==> config.mk <==
export PLATFORM = sky130hd
export DESIGN_NAME = ef_bus_arb
export DESIGN_NICKNAME = d
export VERILOG_FILES = /design/src/rtl/ef_bus_arb.sv
export SDC_FILE = /design/constraint.sdc
export NUM_CORES = 1
export LEC_CHECK = 0
export BUFFER_PORTS_ARGS = -buffer_cell sky130_fd_sc_hd__buf_4
export CORE_MARGIN = 3
export CORE_UTILIZATION = 50
export CTS_CLUSTER_DIAMETER = 100
export DETAILED_ROUTE_END_ITERATION = 16
export PLACE_DENSITY_LB_ADDON = 0.08
export SYNTH_ARGS = -nofsm -noshare
export SYNTH_HDL_FRONTEND = slang
export SYNTH_SLANG_ARGS = --single-unit
==> constraint.sdc <==
create_clock -name clk -period 3 [get_ports clk]
set_clock_uncertainty 0.15 [all_clocks]
set_input_delay 0.3 -clock clk [delete_from_list [all_inputs] [get_ports clk]]
set_output_delay 0.3 -clock clk [all_outputs]
set_load 0.1 [all_outputs]
==> src/rtl/ef_bus_arb.sv <==
// ef_bus_arb: two-way round-robin arbiter and wait-state sequencer for the shared
// flash/Ethernet external bus, with per-device setup/strobe/hold and turnaround.
`default_nettype none

module ef_bus_arb #(
    parameter int AW     = 23,
    parameter int FL_TSU = 1,
    parameter int FL_TST = 3,
    parameter int FL_THD = 1,
    parameter int EN_TSU = 1,
    parameter int EN_TST = 2,
    parameter int EN_THD = 1,
    parameter int TTA    = 1
) (
    input  logic          clk,
    input  logic          rst_n,
    input  logic          fl_req,
    input  logic          fl_we,
    input  logic [AW-1:0] fl_adr,
    input  logic [31:0]   fl_wdt,
    output logic [31:0]   fl_rdt,
    output logic          fl_ack,
    input  logic          en_req,
    input  logic          en_we,
    input  logic [AW-1:0] en_adr,
    input  logic [31:0]   en_wdt,
    input  logic [3:0]    en_be_n,
    output logic [31:0]   en_rdt,
    output logic          en_ack,
    output logic [AW-1:0] ef_a,
    output logic [31:0]   ef_d_o,
    output logic          ef_d_oe,
    input  logic [31:0]   ef_d_i,
    output logic          flash_ce_n,
    output logic          flash_oe_n,
    output logic          flash_we_n,
    output logic          enet_rd_n,
    output logic          enet_wr_n,
    output logic [3:0]    enet_be_n
);

    localparam logic [3:0] FL_SU = 4'(FL_TSU);
    localparam logic [3:0] FL_ST = 4'(FL_TST);
    localparam logic [3:0] FL_HD = 4'(FL_THD);
    localparam logic [3:0] EN_SU = 4'(EN_TSU);
    localparam logic [3:0] EN_ST = 4'(EN_TST);
    localparam logic [3:0] EN_HD = 4'(EN_THD);
    localparam logic [3:0] TA    = 4'(TTA);

    typedef enum logic [2:0] {
        S_IDLE   = 3'd0,
        S_SETUP  = 3'd1,
        S_STROBE = 3'd2,
        S_HOLD   = 3'd3,
        S_TURN   = 3'd4
    } state_t;

    state_t        state, nstate;
    logic [3:0]    cnt, ncnt;
    logic          last_en;
    logic          cur_en, cur_we;
    logic [AW-1:0] cur_adr;
    logic [31:0]   cur_wdt;
    logic [3:0]    cur_be;

    logic          fl_v, en_v, pick_en, grant, dev_en, strobe_end, active;
    logic          cap_we;
    logic [AW-1:0] cap_adr;
    logic [31:0]   cap_wdt;
    logic [3:0]    cap_be, tsu, tst, thd;

    always_comb begin
        // A requester is masked in its own ack cycle so a late-dropped req is not re-granted.
        fl_v    = fl_req & ~fl_ack;
        en_v    = en_req & ~en_ack;
        pick_en = en_v & (~fl_v | ~last_en);
        grant   = (state == S_IDLE) & (fl_v | en_v);
        dev_en  = grant ? pick_en : cur_en;
        tsu     = dev_en ? EN_SU : FL_SU;
        tst     = dev_en ? EN_ST : FL_ST;
        thd     = dev_en ? EN_HD : FL_HD;

        cap_adr = grant ? (pick_en ? en_adr  : fl_adr) : cur_adr;
        cap_we  = grant ? (pick_en ? en_we   : fl_we)  : cur_we;
        cap_wdt = grant ? (pick_en ? en_wdt  : fl_wdt) : cur_wdt;
        cap_be  = grant ? (pick_en ? en_be_n : 4'hF)   : cur_be;

        strobe_end = (state == S_STROBE) && (cnt == 4'd0);
        nstate     = state;
        ncnt       = (cnt == 4'd0) ? 4'd0 : cnt - 4'd1;

        case (state)
            S_IDLE: begin
                ncnt = 4'd0;
                if (grant) begin
                    if (tsu != 4'd0) begin
                        nstate = S_SETUP;
                        ncnt   = tsu - 4'd1;
                    end else begin
                        nstate = S_STROBE;
                        ncnt   = tst - 4'd1;
                    end
                end
            end
            S_SETUP: if (cnt == 4'd0) begin
                nstate = S_STROBE;
                ncnt   = tst - 4'd1;
            end
            S_STROBE: if (cnt == 4'd0) begin
                if (thd != 4'd0) begin
                    nstate = S_HOLD;
                    ncnt   = thd - 4'd1;
                end else if (TA != 4'd0) begin
                    nstate = S_TURN;
                    ncnt   = TA - 4'd1;
                end else begin
                    nstate = S_IDLE;
                end
            end
            S_HOLD: if (cnt == 4'd0) begin
                if (TA != 4'd0) begin
                    nstate = S_TURN;
                    ncnt   = TA - 4'd1;
                end else begin
                    nstate = S_IDLE;
                end
            end
            S_TURN: if (cnt == 4'd0) nstate = S_IDLE;
            default: begin
                nstate = S_IDLE;
                ncnt   = 4'd0;
            end
        endcase

        active = (nstate == S_SETUP) || (nstate == S_STROBE) || (nstate == S_HOLD);
    end

    // Pin levels are derived from the next state so every output comes straight off a flop.
    always_ff @(posedge clk or negedge rst_n) begin
        if (!rst_n) begin
            state      <= S_IDLE;
            cnt        <= 4'd0;
            last_en    <= 1'b1;
            cur_en     <= 1'b0;
            cur_we     <= 1'b0;
            cur_adr    <= '0;
            cur_wdt    <= 32'd0;
            cur_be     <= 4'hF;
            ef_a       <= '0;
            ef_d_o     <= 32'd0;
            ef_d_oe    <= 1'b0;
            flash_ce_n <= 1'b1;
            flash_oe_n <= 1'b1;
            flash_we_n <= 1'b1;
            enet_rd_n  <= 1'b1;
            enet_wr_n  <= 1'b1;
            enet_be_n  <= 4'hF;
            fl_rdt     <= 32'd0;
            en_rdt     <= 32'd0;
            fl_ack     <= 1'b0;
            en_ack     <= 1'b0;
        end else begin
            state <= nstate;
            cnt   <= ncnt;
            if (grant) begin
                last_en <= pick_en;
                cur_en  <= pick_en;
                cur_we  <= cap_we;
                cur_adr <= cap_adr;
                cur_wdt <= cap_wdt;
                cur_be  <= cap_be;
            end
            if (active) ef_a <= cap_adr;
            if (active && cap_we) ef_d_o <= cap_wdt;
            ef_d_oe    <= active && cap_we;
            flash_ce_n <= !(active && !dev_en);
            enet_be_n  <= (active && dev_en) ? cap_be : 4'hF;
            flash_oe_n <= !((nstate == S_STROBE) && !dev_en && !cap_we);
            flash_we_n <= !((nstate == S_STROBE) && !dev_en &&  cap_we);
            enet_rd_n  <= !((nstate == S_STROBE) &&  dev_en && !cap_we);
            enet_wr_n  <= !((nstate == S_STROBE) &&  dev_en &&  cap_we);
            fl_ack     <= strobe_end && !cur_en;
            en_ack     <= strobe_end &&  cur_en;
            if (strobe_end && !cur_we && !cur_en) fl_rdt <= ef_d_i;
            if (strobe_end && !cur_we &&  cur_en) en_rdt <= ef_d_i;
        end
    end

endmodule

`default_nettype wire
After elaboration in Yosys (flattened, before gate mapping):

Cells that the tools add are included.

* add/subtract/negate cells: 2
* $mul: 0
* divide/modulo/power cells: 0
* magnitude comparators: 0
* equal/unequal tests: 7
* shifts and indexed selects: 0
* multiplexer cells: 21
* bitwise operators: 10
* reductions and logical operators: 29

Operator list (number)
* two-way mux 32 bit: 2
* two-way mux 23 bit: 2
* two-way mux 4 bit: 6
* logical AND 1 bit: 15
* two-way mux 3 bit: 5
* case mux 3 bit (5 select lines): 1
* equality test 3 x 2 -> 1 bit, second input constant: 4
* case mux 4 bit (3 select lines): 1
* logical NOT 1 bit: 9
* equality test 3 x 1 -> 1 bit, second input constant: 2
* bitwise AND 1 bit: 4
* logical NOT 4 bit: 1
* two-way mux 1 bit: 4
* inverter 1 bit: 4
* subtractor 4 x 1 -> 4 bit, second input constant: 1
* equality test 3 bit, second input constant: 1
* logical NOT 3 bit: 1
* subtractor 2 x 1 -> 3 bit, second input constant: 1
* logical OR 1 bit: 2
* OR 1 bit: 2
* OR reduction 2 bit: 1

* bits in registers: 200
* bits in latches: 0
* bits in writable memories: 0
* bits in read-only memories: 0
* input port bits: 152
* word-level logic and storage cells: 90
* memories: 0

Logic depth before layout (Yosys ltp):

* depth in word-level cells: 11
* depth in mapped cells: 9
* mapped depth without buffers: 7

Least setup slack after synthesis:

No wires, ideal clock.

* path kind: flip-flop to flip-flop
* start point: register en_ack
* end point: register ef_d_o[10]
* library setup time: 0.126 ns
* data arrival time: 2.382 ns
* path slack: 0.342 ns
* stages on the path, launching flop included: 9
* path buffers: 3
* cell sequence: dfrtp_1 -> nor2b_1 -> clkbuf_1 -> and2_1 -> a211o_1 -> and3_1 -> buf_6 -> buf_6 -> mux2_4

* word-level cells in the longest chain between the ends: 10
* elaborated cells between the ends (all ways): 17

RTL lines
* start: declaration: RTL line 29 `output logic en_ack,`
* start signal: assignment: RTL line 183 `en_ack <= strobe_end && cur_en;`
* inverter 1 bit *: RTL line 75 `en_v = en_req & ~en_ack;`
* bitwise AND 1 bit *: RTL line 75
* OR 1 bit: RTL line 77 `grant = (state == S_IDLE) & (fl_v | en_v);`
* bitwise AND 1 bit: RTL line 77
* two-way mux 3 bit: RTL line 95 `if (grant) begin`
* case mux 3 bit (5 select lines): RTL line 92 `case (state)`
* equality test 3 x 1 -> 1 bit or equality test 3 x 2 -> 1 bit (tied branches): RTL line 135 `active = (nstate == S_SETUP) || (nstate == S_STROBE) || (nstate == S_HOLD);`
* logical OR 1 bit (2 in a row): RTL line 135
* logical AND 1 bit: RTL line 174 `if (active && cap_we) ef_d_o <= cap_wdt;`
* end signal: assignment: RTL line 174
* end: declaration: RTL line 31 `output logic [31:0] ef_d_o,`

Every way passes the cells marked *; elsewhere a longest branch is shown, timed or not.
A chain may end at the register's enable or synchronous reset.

Worst setup path in the final report:

* start point: register cnt[0]
* end point: register ef_d_o[1]

* word-level cells in the longest chain between the ends: 7
* elaborated cells between the ends (all ways): 12

RTL lines
* start: declaration: RTL line 59 `logic [3:0] cnt, ncnt;`
* start signal: assignment: RTL line 164 `cnt <= ncnt;`
* logical NOT 4 bit *
* two-way mux 3 bit (on tied branches)
* case mux 3 bit (5 select lines) *: RTL line 92
* equality test 3 x 1 -> 1 bit or equality test 3 x 2 -> 1 bit (tied branches): RTL line 135
* logical OR 1 bit: RTL line 135
* logical OR 1 bit *: RTL line 135
* logical AND 1 bit *: RTL line 174

Marks and branches as above.

==> impl_metrics.ini <==
[run_status]
status = finished, final reports clean

[placement]
dpl-instance-area_um2 = 10500
place_congestion = 0.833
dp.cells = 1141
portBuffers = 282
hpwl_um = 14800

[timing]
post-route-min-period_ns = 2.50
maxSlewViolCount = 0
finalHoldViolCount = 0
max_freq_mhz = 400
tightest_slew_ns = 0.724
finalCritPeriodShare_pct = 83.3
slew-limit-headroom_pct = 51.7
setup_tns_ns = 0
finalSetupViolCount = 0
rsz0062_at_grt = no

[global_route]
first_global_vias = 6875
use_met2_pct = 41.5
gr-usage-met1_pct = 28.9
grt_antenna_before_repair = 0
grtUsageTotal_pct = 24.4
top_usage_layer = met2
grt_pass1_wl_um = 34900
grt_max_degree = 88
grtUsageMet3_pct = 8.74
grt_overflow = 0

[setup_path]
arrival_ns = 2.65
critPathMaxFanout = 33
cp-start-kind = register
crit_type = register to register
cp-end-kind = register
required_ns = 3.15

[flow_run]
max_cap_viol_count = 0

[floorplanning]
io_pins = 283
dieArea_um2 = 17900
die_y_um = 134
core_area_um2 = 15900
die_x_um = 134
num_rows = 46
initial_core_util_pct = 51.3

[drt]
vias = 6434
wirelength_um = 21700
drc = 0
wl_per_cell_um = 17.2
drt_iter0_drc = 254
drt-pass1-iter-count = 4
ant_nets = 0
viasPerCell = 5.10

[synthesis]
synth_top_area_share_pct = 57.0
ys_dominant_reg_cell = dfrtp_1
yosys.area.top_type = dfrtp_1
syn_area_per_cell_um2 = 12.2
ys_ff_latch = 200
synth_top_family_by_area = multiplexers
synthArstFlopShare_pct = 100
yosysWarnings = 0
syn_inst = 672
synth.area.mux_share_pct = 17.7
synth_compound_area_share_pct = 8.25
syn-num-nets = 826
yosysSeqAreaShare_pct = 61.5
syn-cell-area_um2 = 8170
synth.area.top_cells = dfrtp_1 57%, mux2_2 12%, a21oi_1 6.9%, mux2_4 5.3%, dfstp_2 4.5%
synth_most_common_cell = dfrtp_1
ys_types = 41
synth-simple-area-share_pct = 8.88
synthAdderAreaFrac_pct = 0.306
synth_xor_area_share_pct = 0.321
synth_commonest_cells = 186 x dfrtp_1, 113 x a21oi_1, 89 x mux2_2
synth_edf_count = 0

[clock_network]
post-cts-setup-buffers = 0
cts_max_level = 4
cts_buffer_depth = 2
path_clk_slew_ns = 0.07
clock-root-buffer = clkbuf_16
clock_latency_ns = 0.42
cts-resized-gates = 0
cts.sink_count = 200
numCtsBuffers = 17
cts_tree = done

[layout]
fin_cells = 1262
fillers = 1045
diodes = 0
nets = 1187
syn2layout_area_growth_pct = 47.0
drive_gt1_share_pct = 44.7
finalInstanceArea_um2 = 12000

[worst_hold_path]
hp-class = primary input to register
[cells by family after synthesis]
| group | after synthesis |
|---|---|
| buffers and inverters | 48 |
| flip-flops | 200 |
| XOR/XNOR | 3 |
| AO/OA/AOI/OAI | 129 |
| AND/OR/NAND/NOR | 171 |
| adder cells (fa/ha/maj) | 2 |
| multiplexers | 119 |
[per-layer routing]
layer	wire, um	vias up
met5	0	-
met4	499	0
met3	1960	43
met2	10700	261
met1	8610	3114
li1	-	3016
[worst max-delay path, cell delays in order, from the launching register on]
cell and delay, ns:
dfrtp_1 0.38, inv_1 0.08, ha_1 0.24, nor3b_2 0.21, and3_1 0.22, a211oi_4 0.21, and3_2 0.24, buf_12 0.26
mux2_2 0.37
[final timing paths]
| kind | startpoint | end | slack (ns) | cells after the start |
|---|---|---|---|---|
| min reg2reg | last_en | last_en | 0.32 | 2 |
| max reg2reg | cnt[0] | ef_d_o[1] | 0.50 | 8 |
| min | fl_wdt[10] | cur_wdt[10] | 0.01 | 3 |
| min in group asynchronous | rst_n | cur_wdt[5] | 0.32 | 2 |
| max in group asynchronous | rst_n | enet_wr_n | 1.52 | 3 |
| max | cnt[0] | ef_d_o[1] | 0.50 | 8 |
[stage by stage]
step | setup WS (ns) | hold slack [ns] | util [%]
after floorplan | 0.342 | -0.146 | -
after global placement | 0.584 | 0.233 | 65.9
after detailed placement | 0.509 | 0.253 | 65.9
after CTS | 0.494 | 0.00222 | 75.3
after global routing | 0.288 | 0.0130 | 75.3
final | 0.500 | 0.0149 | 75.3
[what timing repair did]
item,in CTS,in global routing
endpoints found under the hold margin,196,0
setup endpoints to repair,0,0
hold buffers,89,0
[cell usage in the layout, fill, tap and decap left out, types with 3 or more instances in the layout]
master           n
dfstp_2         14
nand2_1         66
mux2_4          29
a21oi_1        113
buf_4          292
o21ai_0          6
nor2_1          76
nor4_1           3
clkbuf_16       17
mux2_2          89
nor3_1           7
nand2b_1         4
inv_1            5
clkbuf_8         4
buf_12           3
bufinv_16        3
dfrtp_1        186
dlygate4sd3_1   89
[flip-flops by register name, indices dropped and copies added (netlist names)]
register and flops:
cnt 4, cur_adr 23, cur_be 4, cur_en 1, cur_wdt 32, cur_we 1, ef_a 23, ef_d_o 32
ef_d_oe 1, en_ack 1, en_rdt 32, enet_be_n 4, enet_rd_n 1, enet_wr_n 1, fl_ack 1, fl_rdt 32
flash_ce_n 1, flash_oe_n 1, flash_we_n 1, last_en 1, state 3
[area by class of cell]
type	instances	area, um2	share of cell area [%]
sequential	200	5020	41.8
timing repair buffer	385	3160	26.3
multi-input combinational	424	2930	24.4
clock buffer	22	474	3.95
tap	216	270	2.25
clock inverter	10	141	1.18
inverter	5	18.8	0.156
Power is not shown: default switching activity piles up to over one toggle a cycle in this logic, so the estimate is an artifact.
